File: config.mk
export PLATFORM = sky130hd
export DESIGN_NAME = dh_mod_exp
export DESIGN_NICKNAME = d
export VERILOG_FILES = /design/src/rtl/dh_pkg.sv /design/src/rtl/dh_mod_mul.sv /design/src/rtl/dh_mod_exp.sv
export SDC_FILE = /design/constraint.sdc
export NUM_CORES = 1
export LEC_CHECK = 0
export BUFFER_PORTS_ARGS = -buffer_cell sky130_fd_sc_hd__buf_2
export CAP_MARGIN = 40
export CORE_ASPECT_RATIO = 1.75
export CORE_UTILIZATION = 45
export DETAILED_ROUTE_END_ITERATION = 16
export PLACE_DENSITY = 0.63
export SYNTH_ARGS = -nofsm -noshare
export SYNTH_HDL_FRONTEND = slang
export SYNTH_SLANG_ARGS = --single-unit
File: constraint.sdc
create_clock -name CLK -period 8.3 [get_ports CLK]
set_clock_uncertainty 0.1 [all_clocks]
set_input_delay 0.415 -clock CLK [delete_from_list [all_inputs] [get_ports CLK]]
set_output_delay 0.415 -clock CLK [all_outputs]
set_load 0.02 [all_outputs]
File: src/rtl/dh_pkg.sv
`default_nettype none
// +--------------------------------------------------------------------+
// | Module : dh_pkg                                                    |
// | Brief  : Shared types and helpers for the Diffie-Hellman modular   |
// |          exponentiator (state encoding, latency function).         |
// | Rev    : 1.0  initial release                                      |
// +--------------------------------------------------------------------+
package dh_pkg;

  localparam int DH_WIDTH = 32;

  typedef enum logic [2:0] {
    S_IDLE = 3'd0,
    S_CAPT = 3'd1,
    S_RED  = 3'd2,
    S_SQR  = 3'd3,
    S_MUL  = 3'd4,
    S_FIN  = 3'd5
  } dh_state_e;

  // Cycles from accepted start to done: capture + (1 reduce + 2 per bit) multiplies + finish
  function automatic int dh_exp_lat(input int width);
    return 2 + (2 * width + 1) * (width + 1);
  endfunction

endpackage
`default_nettype wire

File: src/rtl/dh_mod_mul.sv
`default_nettype none
// +--------------------------------------------------------------------+
// | Module : dh_mod_mul                                                |
// | Brief  : Interleaved (Blakley) modular multiplier, prod = a*b mod p|
// |          One issue cycle plus WIDTH iteration cycles per product.  |
// | Rev    : 1.0  initial release                                      |
// +--------------------------------------------------------------------+
module dh_mod_mul #(
  parameter int WIDTH = 32
) (
  input  logic             CLK,
  input  logic             RST,
  input  logic             start_i,
  input  logic [WIDTH-1:0] a_i,
  input  logic [WIDTH-1:0] b_i,
  input  logic [WIDTH-1:0] p_i,
  output logic             busy_o,
  output logic             done_o,
  output logic [WIDTH-1:0] prod_o
);

  localparam int CW = $clog2(WIDTH + 1);
  localparam int XW = WIDTH + 2;

  logic             busy_q;
  logic [CW-1:0]    cnt_q;
  logic [WIDTH-1:0] a_q;
  logic [XW-1:0]    b_q;
  logic [XW-1:0]    p_q;
  logic [XW-1:0]    acc_q;

  logic [XW-1:0]    w_dbl;
  logic [XW-1:0]    w_dbl_red;
  logic [XW-1:0]    w_add;
  logic [XW-1:0]    w_add_red;

  // One Blakley step: double, reduce, conditionally add b, reduce (both reductions single-subtract)
  always_comb begin
    w_dbl     = acc_q << 1;
    w_dbl_red = (w_dbl >= p_q) ? (w_dbl - p_q) : w_dbl;
    w_add     = a_q[WIDTH-1] ? (w_dbl_red + b_q) : w_dbl_red;
    w_add_red = (w_add >= p_q) ? (w_add - p_q) : w_add;
  end

  // Operand load on issue, then one multiplier bit per cycle MSB-first
  always_ff @(posedge CLK or negedge RST) begin
    if (!RST) begin
      busy_q <= 1'b0;
      cnt_q  <= '0;
      a_q    <= '0;
      b_q    <= '0;
      p_q    <= '0;
      acc_q  <= '0;
    end else if (start_i && !busy_q) begin
      busy_q <= 1'b1;
      cnt_q  <= CW'(WIDTH);
      a_q    <= a_i;
      b_q    <= {2'b00, b_i};
      p_q    <= {2'b00, p_i};
      acc_q  <= '0;
    end else if (busy_q) begin
      acc_q <= w_add_red;
      a_q   <= a_q << 1;
      cnt_q <= cnt_q - CW'(1);
      if (cnt_q == CW'(1)) begin
        busy_q <= 1'b0;
      end
    end
  end

  // Final product is presented combinationally during the last iteration cycle
  assign busy_o = busy_q;
  assign done_o = busy_q && (cnt_q == CW'(1));
  assign prod_o = w_add_red[WIDTH-1:0];

endmodule
`default_nettype wire

File: src/rtl/dh_mod_exp.sv
`default_nettype none
// +--------------------------------------------------------------------+
// | Module : dh_mod_exp                                                |
// | Brief  : Constant-time modular exponentiator, base^exp mod modulus |
// |          (left-to-right square and always-multiply).               |
// | Rev    : 1.0  initial release                                      |
// +--------------------------------------------------------------------+
module dh_mod_exp
  import dh_pkg::*;
#(
  parameter int WIDTH = DH_WIDTH
) (
  input  logic             CLK,
  input  logic             RST,
  input  logic             start,
  input  logic [WIDTH-1:0] base,
  input  logic [WIDTH-1:0] exponent,
  input  logic [WIDTH-1:0] modulus,
  output logic             busy,
  output logic             done,
  output logic             err,
  output logic [WIDTH-1:0] result
);

  localparam int BW = (WIDTH > 1) ? $clog2(WIDTH) : 1;

  dh_state_e        state_q, state_d;
  logic [WIDTH-1:0] base_q, base_d;
  logic [WIDTH-1:0] exp_q, exp_d;
  logic [WIDTH-1:0] mod_q, mod_d;
  logic [WIDTH-1:0] acc_q, acc_d;
  logic [WIDTH-1:0] br_q, br_d;
  logic [BW-1:0]    bit_q, bit_d;
  logic [WIDTH-1:0] result_q, result_d;
  logic             err_q, err_d;

  logic             mul_start;
  logic [WIDTH-1:0] mul_a;
  logic [WIDTH-1:0] mul_b;
  logic             mul_busy;
  logic             mul_done;
  logic [WIDTH-1:0] mul_prod;

  dh_mod_mul #(
    .WIDTH (WIDTH)
  ) u_mul (
    .CLK     (CLK),
    .RST     (RST),
    .start_i (mul_start),
    .a_i     (mul_a),
    .b_i     (mul_b),
    .p_i     (mod_q),
    .busy_o  (mul_busy),
    .done_o  (mul_done),
    .prod_o  (mul_prod)
  );

  // State and datapath registers
  always_ff @(posedge CLK or negedge RST) begin
    if (!RST) begin
      state_q  <= S_IDLE;
      base_q   <= '0;
      exp_q    <= '0;
      mod_q    <= '0;
      acc_q    <= '0;
      br_q     <= '0;
      bit_q    <= '0;
      result_q <= '0;
      err_q    <= 1'b0;
    end else begin
      state_q  <= state_d;
      base_q   <= base_d;
      exp_q    <= exp_d;
      mod_q    <= mod_d;
      acc_q    <= acc_d;
      br_q     <= br_d;
      bit_q    <= bit_d;
      result_q <= result_d;
      err_q    <= err_d;
    end
  end

  // Sequencing: every op state issues one multiply and advances on its completion
  always_comb begin
    state_d   = state_q;
    base_d    = base_q;
    exp_d     = exp_q;
    mod_d     = mod_q;
    acc_d     = acc_q;
    br_d      = br_q;
    bit_d     = bit_q;
    result_d  = result_q;
    err_d     = err_q;
    mul_start = 1'b0;
    mul_a     = acc_q;
    mul_b     = acc_q;

    unique case (state_q)
      S_IDLE: begin
        if (start) begin
          base_d  = base;
          exp_d   = exponent;
          mod_d   = modulus;
          state_d = S_CAPT;
        end
      end

      S_CAPT: begin
        if (mod_q == '0) begin
          err_d    = 1'b1;
          result_d = '0;
          state_d  = S_FIN;
        end else begin
          err_d   = 1'b0;
          acc_d   = (mod_q == WIDTH'(1)) ? '0 : WIDTH'(1);
          bit_d   = BW'(WIDTH - 1);
          state_d = S_RED;
        end
      end

      // base*1 mod P brings an out-of-range base below the modulus
      S_RED: begin
        mul_a     = base_q;
        mul_b     = WIDTH'(1);
        mul_start = !mul_busy;
        if (mul_done) begin
          br_d    = mul_prod;
          state_d = S_SQR;
        end
      end

      S_SQR: begin
        mul_start = !mul_busy;
        if (mul_done) begin
          acc_d   = mul_prod;
          state_d = S_MUL;
        end
      end

      // Multiply always runs; only the write-back depends on the exponent bit
      S_MUL: begin
        mul_b     = br_q;
        mul_start = !mul_busy;
        if (mul_done) begin
          if (exp_q[bit_q]) begin
            acc_d = mul_prod;
          end
          if (bit_q == '0) begin
            result_d = exp_q[bit_q] ? mul_prod : acc_q;
            state_d  = S_FIN;
          end else begin
            bit_d   = bit_q - BW'(1);
            state_d = S_SQR;
          end
        end
      end

      S_FIN: begin
        state_d = S_IDLE;
      end

      default: begin
        state_d = S_IDLE;
      end
    endcase
  end

  assign busy   = (state_q != S_IDLE) && (state_q != S_FIN);
  assign done   = (state_q == S_FIN);
  assign err    = err_q;
  assign result = result_q;

endmodule
`default_nettype wire
Word level (Yosys, flattened, before mapping)
Index checks and enable logic that the tools add are counted.

Mux-type cells: 39. $lt $le $gt $ge: 3. $mul: 0. Add/subtract/negate cells: 5. Shifts and indexed selects: 0. Reduce and logical (&&, ||, !) cells: 18. Bitwise gates (word level): 0. Equal/unequal tests: 16. Divide/modulo/power cells: 0.

Operators with widths (count): 32-bit two-way mux (10); 32-bit one-hot mux with 2 select lines (2); 33-bit two-way mux (3); 32-bit one-hot mux with 3 select lines (1); 34-bit by 32-bit greater-or-equal comparator with 1-bit output (2); 34-bit two-way mux (2); 34-bit by 32-bit adder with 34-bit output (1); 34-bit by 32-bit subtractor with 34-bit output (1); 33-bit by 32-bit subtractor with 33-bit output (1); 32-bit by 1-bit equality test with 1-bit output (second input constant) (1); 32-bit zero test (1); 3-bit two-way mux (6); 2-bit inequality test (second input constant) (8); 4-bit AND reduction (4); 5-bit two-way mux (3); 3-bit one-hot mux with 5 select lines (1); 6-bit two-way mux (2); 5-bit one-hot mux with 2 select lines (1); 1-bit two-way mux (7); 3-bit by 2-bit equality test with 1-bit output (second input constant) (2); 3-bit equality test (second input constant) (2); 6-bit by 1-bit equality test with 1-bit output (second input constant) (1); 5-bit by 6-bit less-than comparator with 1-bit output (second input constant) (1); 3-bit nonzero test (2); 12 further kinds (16).

ROM bits: 0. Output and inout bits: 35. Logic and storage cells: 96. Bits in latches: 0. Memory bits (writable): 0. Memories kept: 0. Register bits: 337. Input bits: 99.

Longest topological paths before layout
Gate-level depths: netlist of the first run.

Depth after elaboration: 10. Depth in mapped cells: 38. Mapped depth without buffers: 32.

Modules after synthesis
A second synthesis of the first run with hierarchy kept.

Cell total of the unflattened synthesis: 2122. Area total of the unflattened synthesis: 20950.1 um2.

Modules (own cells, without submodules): dh_mod_mul (sequential area each 3403.3 um2, area each 11860.1 um2, cells each 1377, times used 1); dh_mod_exp (sequential area each 5029.8 um2, area each 9090.0 um2, cells each 745, times used 1).

Worst setup path after synthesis of the first run
Ideal clock, no wire load.

Path kind: flip-flop to flip-flop. Start point: register u_mul.acc_q[0]. End point: register result_q[2] (netlist: result[2]). Data arrival time: 7309 ps. Clock period less this slack: 7547 ps. Cell stages (with the launch flop): 35. Required time: 8062 ps. Path slack: 753 ps. Buffers on the path: 6. Setup time: 138 ps. Cell sequence: dfrtp_1 > fa_1 > a211oi_1 > o21bai_1 > a211oi_2 > a311oi_2 > nor2_2 > clkbuf_1 > clkbuf_1 > o21ai_0 > ha_1 > o21ai_0 > nor2_1 > o31a_1 > a21o_1 > a31oi_1 > o21ai_0 > xor2_1 > a221oi_1 > inv_1 > ha_1 > clkbuf_1 > a21o_1 > a21oi_1 > nor2_1 > a211oi_1 > o21ai_1 > o31ai_1 > nand3_1 > or3_1 > buf_6 > buf_6 > buf_12 > mux2i_2 > o211ai_1.

Longest elaborated chain between the ends: 10. Elaborated cells between the ends (all ways): 12. Classes of those cells: add/sub (3); order compare (2); mux (7).

RTL lines: start, declared (line dh_mod_mul.sv:30) `logic [XW-1:0] acc_q;`; start signal, assigned (line dh_mod_mul.sv:62) `acc_q <= w_add_red;`; 34-bit by 32-bit subtractor with 34-bit output / 34-bit by 32-bit greater-or-equal comparator with 1-bit output (equally long branches) (line dh_mod_mul.sv:40) `w_dbl_red = (w_dbl >= p_q) ? (w_dbl - p_q) : w_dbl;`; 34-bit two-way mux (*) (line dh_mod_mul.sv:40); 34-bit by 32-bit adder with 34-bit output (line dh_mod_mul.sv:41) `w_add = a_q[WIDTH-1] ? (w_dbl_red + b_q) : w_dbl_red;`; 34-bit two-way mux (*) (line dh_mod_mul.sv:41); 33-bit by 32-bit subtractor with 33-bit output / 34-bit by 32-bit greater-or-equal comparator with 1-bit output (equally long branches) (line dh_mod_mul.sv:42) `w_add_red = (w_add >= p_q) ? (w_add - p_q) : w_add;`; 33-bit two-way mux (*) (line dh_mod_mul.sv:42); 32-bit two-way mux (*); 32-bit two-way mux (*) (line dh_mod_exp.sv:148) `if (bit_q == '0) begin`; 32-bit two-way mux (*) (line dh_mod_exp.sv:144) `if (mul_done) begin`; 32-bit one-hot mux with 2 select lines (*) (line dh_mod_exp.sv:98) `unique case (state_q)`; end signal, assigned (line dh_mod_exp.sv:78) `result_q <= result_d;`; end, declared (line dh_mod_exp.sv:34) `logic [WIDTH-1:0] result_q, result_d;`.

Mark *: on every way between the ends. The rest lies on a longest branch, timed or not. The select of a mux whose other input is x is not followed. A chain may end at the register's enable or synchronous reset.

Final worst setup path of the first run
Start point: register u_mul.p_q[31]. End point: register br_q[13].

Longest elaborated chain between the ends: 6. Elaborated cells between the ends (all ways): 8. Classes of those cells: add/sub (3); order compare (2); mux (3).

RTL lines: start, declared (line dh_mod_mul.sv:29) `logic [XW-1:0] p_q;`; start signal, assigned (line dh_mod_mul.sv:59) `p_q <= {2'b00, p_i};`; 34-bit by 32-bit subtractor with 34-bit output / 34-bit by 32-bit greater-or-equal comparator with 1-bit output (equally long branches) (line dh_mod_mul.sv:40); 34-bit two-way mux (line dh_mod_mul.sv:40); 34-bit by 32-bit adder with 34-bit output (line dh_mod_mul.sv:41); 34-bit two-way mux (line dh_mod_mul.sv:41); 34-bit by 32-bit greater-or-equal comparator with 1-bit output / 33-bit by 32-bit subtractor with 33-bit output (equally long branches) (line dh_mod_mul.sv:42); 33-bit two-way mux (*) (line dh_mod_mul.sv:42); end signal, assigned (line dh_mod_exp.sv:76) `br_q <= br_d;`; end, declared (line dh_mod_exp.sv:32) `logic [WIDTH-1:0] br_q, br_d;`.

Mark *: on every way between the ends. The rest lies on a longest branch, timed or not.

==> flow_metrics.tcl, run 1 <==
set metrics [dict create \
    clk_latency_ps 560 \
    r2r_start "u_mul.p_q[31]" \
    cp.arrival_ps 8200 \
    max_slew_margin_pct 38.0 \
    drt_wl_total_um 63300 \
    drv_slew 0 \
    maxCapViolCount 0 \
    die_w_um 162 \
    cts_buffers 36 \
    layout_min_cycle_time_ps 7910 \
    drc_errors 0 \
    synth_area_leader_cell "dfrtp_1" \
    antenna_cells 0 \
    worstHoldPathCells 2 \
    yosys-top-cells-area "dfrtp_1, mux2_2, nand2_1" \
    cts.htree.levels 2 \
    yosys_warnings 0 \
    netlist_area_um2 20100 \
    placementRows 102 \
    largest_reg_flops 33 \
    core-area_um2 44200 \
    synth.avg_cell_area_um2 9.36 \
    max_slew.worst_pin.slew_ps 930 \
    crit_path_max_fanout 27 \
    grt_max_degree 125 \
    cts_tree "built" \
    yosysUniqueCellTypes 80 \
    utilization_pct 55.8 \
    status "completed" \
    largest_register "u_mul.acc_q" \
    gp_congestion 0.931 \
    seqCellArea_um2 8430 \
    synth_ff_type "dfrtp_1" \
    hold_path_class "primary input to flip-flop" \
    io_pins 134 \
    nNetsFinal 2629 \
    via_count 17400 \
    synth_cells 2151 \
    holdPathEnd "base_q[10]" \
    dieArea_um2 45600 \
    synth-edff-count 0 \
    synthToLayoutAreaGrowth_pct 22.3 \
    final_antenna_net_count 0 \
    synth_top_area_share_pct 41.9 \
    cts_buffer_depth 3 \
    synth-seq-area-share_pct 41.9 \
    path_class "flip-flop to flip-flop" \
    required_ps 8590 \
    grtUsageTotal_pct 28.3 \
    die_h_um 282 \
    fin_crit_sh_pct 95.3 \
    synth.net_count 2353 \
    r2r_cells 27 \
    drtIter0Drc 1157 \
    multi_input_area_um2 11200 \
    io_buffers 133 \
    root_buffer "clkbuf_16" \
    cp-start-kind "flip-flop" \
    yosys-top-cells-count "nand2_1, dfrtp_1, o21ai_0" \
    grt_pass1_vias 17700 \
    viasPerCell 5.75 \
    setup_violations 0 \
    antenna_found_initial 0 \
    async_reset_ff_share_pct 100 \
    grt_pass1_wl_um 99500 \
    drive_above_1_share_pct 21.7 \
    wire_per_inst_um 20.9 \
    final_hold_viol_count 0 \
    clk_pin_slew_worst_paths_ps 60 \
    fmax_mhz 126 \
    ff2ff_setup_slack_ps 390 \
    fillers 4009 \
    gr-total-overflow 0 \
    synth_seq_cells 337 \
    firstDrtPassIters 5 \
    hpwl_um 47000 \
    synth.most_common_cell "nand2_1" \
    crit-reg2reg-capture "br_q[13]" \
    start_util_pct 45.6 \
    crit_path_end_kind "flip-flop" \
    hold_start "base[10]" \
    cts.sinks 337 \
]
==> cells in the final DEF (no fill, tap or decap), drive strengths merged, types with 7 or more instances in the layout <==
cell type / instances
nand3: 27
a21o: 54
a31oi: 15
mux4: 10
and2: 11
inv: 65
a221o: 36
and3: 12
clkinv: 7
nand2b: 13
xnor2: 54
o211ai: 32
nand4: 41
nor3: 18
nor2b: 9
nand2: 340
mux2: 129
mux2i: 33
buf: 278
a22o: 14
o21bai: 16
o21ai: 224
ha: 100
dfrtp: 337
dlygate4sd3: 84
nor4: 10
a211oi: 27
a21oi: 167
clkbuf: 48
nor2: 107
xor2: 32
o21a: 17
or3: 10
==> cell families after synthesis <==
group,Yosys count,synth area share (%)
buffers and inverters,189,3.74
DFF,337,41.9
muxes,172,10.4
adders and majority gates,103,6.51
AOI/OAI and AO/OA,649,20.2
xor gates and xnor gates,86,3.74
and+or+nand+nor,615,13.5
==> what timing repair did <==
item,CTS,global route
setup buffers,4,6
endpoints found under the setup margin,128,128
hold endpoints to repair,204,0
gates resized for setup,5,41
hold buffers,84,0
pin swaps,1,5
==> critical path: stages (launching register included) <==
cell and delay, ps:
dfrtp_1 360, inv_1 130, ha_1 350, a2111oi_1 640, nand3_1 330, nor2_4 280, buf_4 160, buf_12 150
mux2_2 370, ha_1 370, nand2_1 130, nor2_4 150, nand2_1 100, a311o_1 430, o311a_1 440, a21oi_1 270
xor2_1 90, mux2_2 290, ha_1 330, buf_4 150, nand3_1 230, or3_1 480, nor4b_4 330, or3_2 200
buf_12 240, buf_4 250, mux2i_4 280, o21ai_0 120
==> through the flow <==
step / instance area, um2 / hold WS [ps] / std cells / TNS [ps] / worst slack (ps)
2_1_floorplan: 20100 / 19.4 / 2151 / 0 / 753
3_3_place_gp: 22100 / 362 / 2860 / -21740 / -293
3_5_place_dp: 22200 / 372 / 2867 / -34580 / -437
4_1_cts: 24400 / 0.793 / 3017 / 0 / 35.0
5_1_grt: 24600 / 2.87 / 3023 / -0.514 / -0.514
6_report: 24600 / 7.40 / 3023 / 0 / 394
==> layer usage <==
| metal | up-vias | track usage [%] | wire, um | share of wire [%] |
|---|---|---|---|---|
| met1 | 8477 | 34.5 | 26200 | 41 |
| met5 | - | 0 | 0 | 0 |
| met3 | 151 | 2.77 | 2300 | 3.6 |
| met4 | 0 | 14.6 | 3430 | 5.4 |
| li1 | 8301 | - | - | - |
| met2 | 442 | 49.2 | 31400 | 50 |
==> layout make-up <==
type                       instances  area share [%]
clock buffer                      48            4.13
tap                              572            2.91
clock inverter                    14            1.05
sequential                       337            34.3
multi-input combinational       1625            45.5
timing repair buffer             362            11.2
inverter                          65           0.991
==> worst max-delay path by stage <==
stage | start | end | depth (start not counted)
final | u_mul.p_q[31] | br_q[13] | 27
after global routing | u_mul.p_q[1] | br_q[5] | 35
after CTS | u_mul.p_q[0] | acc_q[17] | 29
after detailed placement | u_mul.p_q[0] | acc_q[17] | 30
after global placement | u_mul.p_q[0] | acc_q[2] | 30
after floorplan | u_mul.acc_q[0] | result[2] | 34
Power of run 1 is not shown: default switching activity piles up to over one toggle a cycle in this logic, so the estimate is an artifact.
==> run 2: changes to the inputs <==
Clock period 8.3 ns to 8.13 ns, I/O delays scaled along.
==> flow_metrics.tcl, run 2 (same netlist as run 1, synthesis figures left out) <==
set metrics [dict create \
    cts.htree.levels 2 \
    r2r_start "u_mul.acc_q[22]" \
    viasPerCell 5.73 \
    drc_errors 0 \
    antenna_found_initial 0 \
    grt_pass1_wl_um 103000 \
    cp.arrival_ps 8160 \
    layout_common_cells "nand2_1, dfrtp_1, buf_4, o21ai_0, a21oi_1" \
    dieArea_um2 45600 \
    fillers 4024 \
    fin_crit_sh_pct 96.5 \
    wl_met3_um 2690 \
    crit_slowest_cell "or3_2" \
    crit-reg2reg-capture "br_q[9]" \
    max_slew_margin_pct 40.8 \
    placementRows 102 \
    final_hold_viol_count 0 \
    cp-startpoint "u_mul.acc_q[22]" \
    root_buffer "clkbuf_16" \
    core-area_um2 44200 \
    path_depth 32 \
    final_common_cell "nand2_1" \
    setup_violations 0 \
    max_stage_delay_ps 450 \
    dpl_cell_area_um2 22800 \
    gp_congestion 0.945 \
    top_layer_used "met4" \
    synthToLayoutAreaGrowth_pct 25.0 \
    wire_per_inst_um 20.9 \
    wl_met2_um 32700 \
    drive_above_1_share_pct 24.2 \
    crit_path_end "br_q[9]" \
    cp.buffers_inverters 3 \
    start_util_pct 45.6 \
    antenna_cells 0 \
    r2r_cells 32 \
    utilization_pct 57.0 \
    fmax_mhz 127 \
    status "completed" \
    required_ps 8450 \
    crit_path_end_kind "flip-flop" \
    ff2ff_setup_slack_ps 290 \
    rsz0062_at_grt "false" \
    clk_latency_ps 560 \
    grtUsageTotal_pct 29.2 \
    hpwl_um 47800 \
    maxCapViolCount 0 \
    clk_pin_slew_worst_paths_ps 70 \
    drtIter0Drc 1208 \
    cpMostUsedCell "a21o_1" \
    die_h_um 282 \
    largest_register "u_mul.acc_q" \
    die_w_um 162 \
    drt_wl_total_um 65000 \
    firstDrtPassIters 7 \
    via_count 17800 \
    layout_min_cycle_time_ps 7840 \
    gr-total-overflow 0 \
    cp-start-kind "flip-flop" \
    drv_slew 0 \
    cts_tree "built" \
    path_class "flip-flop to flip-flop" \
    grt_pass1_vias 18500 \
    hold_path_class "primary input to flip-flop" \
    crit_family "compound AO/OA/AOI/OAI gates" \
    crit_path_max_fanout 26 \
    cts_buffers 36 \
    io_buffers 133 \
    cts.sinks 337 \
    io_pins 134 \
    largest_reg_flops 33 \
    fin_area_um2 25200 \
    max_slew.worst_pin.slew_ps 888 \
    wl_met1_um 26500 \
    nNetsFinal 2710 \
    final_antenna_net_count 0 \
    cts_buffer_depth 3 \
    worstHoldPathCells 2 \
    grt_max_degree 113 \
]
## run 2: layout make-up
type	count	area, um2	area share, %
Tap cell	572	716	2.84
Clock buffer	48	1030	4.08
Sequential cell	337	8430	33.5
Multi-Input combinational cell	1625	11200	44.5
Timing Repair Buffer	443	3330	13.2
Inverter	65	244	0.969
Clock inverter	16	211	0.840
## run 2: worst min-delay path by stage
stage | startpoint | endpoint
global placement | br_q[26] | br_q[26]
floorplan | RST | acc_q[0]
CTS | modulus[12] | mod_q[12]
global route | modulus[12] | mod_q[12]
finish | modulus[12] | mod_q[12]
detailed placement | br_q[14] | br_q[14]
## run 2: routing by layer
metal / vias up / GRT usage [%]
li1: 8469 / -
met1: 8712 / 35.2
met2: 492 / 51.7
met3: 136 / 3.09
met4: 0 / 13.8
met5: - / 0
## run 2: metrics by stage
stage	setup slack, ps	hold WS, ps	std cells	setup TNS (ps)
5_1_grt	1.93	11.8	3106	0
2_1_floorplan	583	10.9	2151	0
3_3_place_gp	-141	362	2945	-5770
6_report	287	18.7	3106	0
3_5_place_dp	-281	371	2949	-14900
4_1_cts	14.3	1.48	3106	0
## run 2: repair_timing
action / CTS / global route
endpoints found under the setup margin: 122 / 128
hold buffers: 91 / 0
hold endpoints to repair: 199 / 0
gates resized for setup: 3 / 46
pin swaps: 1 / 8
buffers inserted: 2 / 0
gates cloned: 0 / 0
Power of run 2 is left out for the same reason.
==> run 3: changes to the inputs <==
Settings changed: CELL_PAD_IN_SITES_DETAIL_PLACEMENT from default to 1, CELL_PAD_IN_SITES_GLOBAL_PLACEMENT from default to 1, PLACE_DENSITY 0.63 to 0.78.
==> flow_metrics.tcl, run 3 (same netlist as run 1, synthesis figures left out) <==
set metrics [dict create \
    status "completed" \
    path_class "flip-flop to flip-flop" \
    die_h_um 282 \
    cts.htree.levels 2 \
    synthToLayoutAreaGrowth_pct 23.3 \
    globalRouteMet3Util_pct 3.25 \
    fmax_mhz 128 \
    cts_tree "built" \
    crit_slowest_cell "fa_2" \
    via_count 18300 \
    final_antenna_net_count 0 \
    start_util_pct 45.6 \
    cpMostUsedCell "buf_4" \
    hold_path_class "primary input to flip-flop" \
    crit_family "compound AO/OA/AOI/OAI gates" \
    io_buffers 133 \
    gr-total-overflow 0 \
    drive_above_1_share_pct 22.6 \
    crit_path_max_fanout 11 \
    drc_errors 0 \
    cp.arrival_ps 8130 \
    die_w_um 162 \
    grt_max_degree 115 \
    cts_buffer_depth 3 \
    grt_pass1_wl_um 113000 \
    max_slew.worst_pin.slew_ps 925 \
    placed_cells 2900 \
    cts.sinks 337 \
    grtUsageTotal_pct 32.5 \
    drt_wl_total_um 73100 \
    clk_latency_ps 560 \
    dieArea_um2 45600 \
    gr-usage-met1_pct 37.6 \
    antenna_cells 0 \
    layout_min_cycle_time_ps 7840 \
    max_stage_delay_ps 420 \
    largest_reg_flops 33 \
    crit_path_end_kind "flip-flop" \
    placementRows 102 \
    final_common_cell "nand2_1" \
    largest_register "u_mul.acc_q" \
    gp_congestion 0.939 \
    drtIter0Drc 1174 \
    viasPerCell 5.97 \
    hpwl_um 52300 \
    drv_slew 0 \
    cp-start-kind "flip-flop" \
    cp.buffers_inverters 6 \
    final_hold_viol_count 0 \
    setup_violations 0 \
    clk_pin_slew_worst_paths_ps 70 \
    busiest_layer "met2" \
    fin_crit_sh_pct 96.4 \
    required_ps 8420 \
    io_pins 134 \
    maxCapViolCount 0 \
    cts_buffers 35 \
    nNetsFinal 2660 \
    layout_common_cells "nand2_1, dfrtp_1, o21ai_0, a21oi_1, buf_4" \
    grt_pass1_vias 19900 \
    use_met2_pct 59.6 \
    max_slew_margin_pct 38.4 \
    wire_per_inst_um 23.9 \
    root_buffer "clkbuf_16" \
    whs_ps 7.71 \
    antenna_found_initial 0 \
    core-area_um2 44200 \
    layout.cells.non_filler 3057 \
    firstDrtPassIters 5 \
]
## run 3: timing repair
action / 4_1_cts / 5_1_grt
hold buffers: 90 / 0
buffers inserted: 0 / 3
setup endpoints to repair: 91 / 128
pin swaps: 0 / 11
resized for setup: 7 / 42
endpoints found under the hold margin: 200 / 0
## run 3: final timing paths
path	startpoint	to	slack (ps)	cells past startpoint
worst max-delay path	u_mul.p_q[1]	acc_q[26]	290	35
worst min-delay path	exponent[20]	exp_q[20]	8	2
worst max register to register	u_mul.p_q[1]	acc_q[26]	290	35
worst min register to register	br_q[18]	br_q[18]	380	2
max in group asynchronous	RST	mod_q[5]	6110	4
min in group asynchronous	RST	exp_q[6]	380	2
## run 3: final cells by class
cell class	count	area [um2]
clock inverters	16	204
clock buffers	48	1030
flip-flops and latches	337	8430
inverters	65	244
well taps	572	716
fillers	4996	19300
repair buffers	394	3030
multi-input cells	1625	11200
## run 3: worst register-to-register path: cells and delay by family, from the launching register on
| family | cells | cell delay, ps |
|---|---|---|
| adder cells (fa/ha/maj) | 3 | 1080 |
| XOR/XNOR | 1 | 210 |
| multiplexers | 2 | 560 |
| AO/OA/AOI/OAI | 16 | 3140 |
| buffers and inverters | 6 | 980 |
| flip-flops | 1 | 380 |
| AND/OR/NAND/NOR | 7 | 1240 |
## run 3: per-layer routing
layer	routed length, um	share of wire (%)	vias up
met5	0	0	-
met4	3460	4.7	0
met3	2480	3.4	187
met2	38400	53	485
met1	28700	39	9236
li1	-	-	8355
## run 3: stage by stage
| step | utilization, % | area (um2) | setup WS [ps] | setup TNS (ps) |
|---|---|---|---|---|
| 2_1_floorplan | - | 20100 | 583 | 0 |
| 3_3_place_gp | 50.4 | 22300 | 110 | 0 |
| 3_5_place_dp | 50.9 | 22500 | -148 | -3580 |
| 4_1_cts | 55.8 | 24600 | 44.9 | 0 |
| 5_1_grt | 56.2 | 24800 | -41.5 | -209 |
| 6_report | 56.2 | 24800 | 294 | 0 |
Power of run 3 is left out for the same reason.
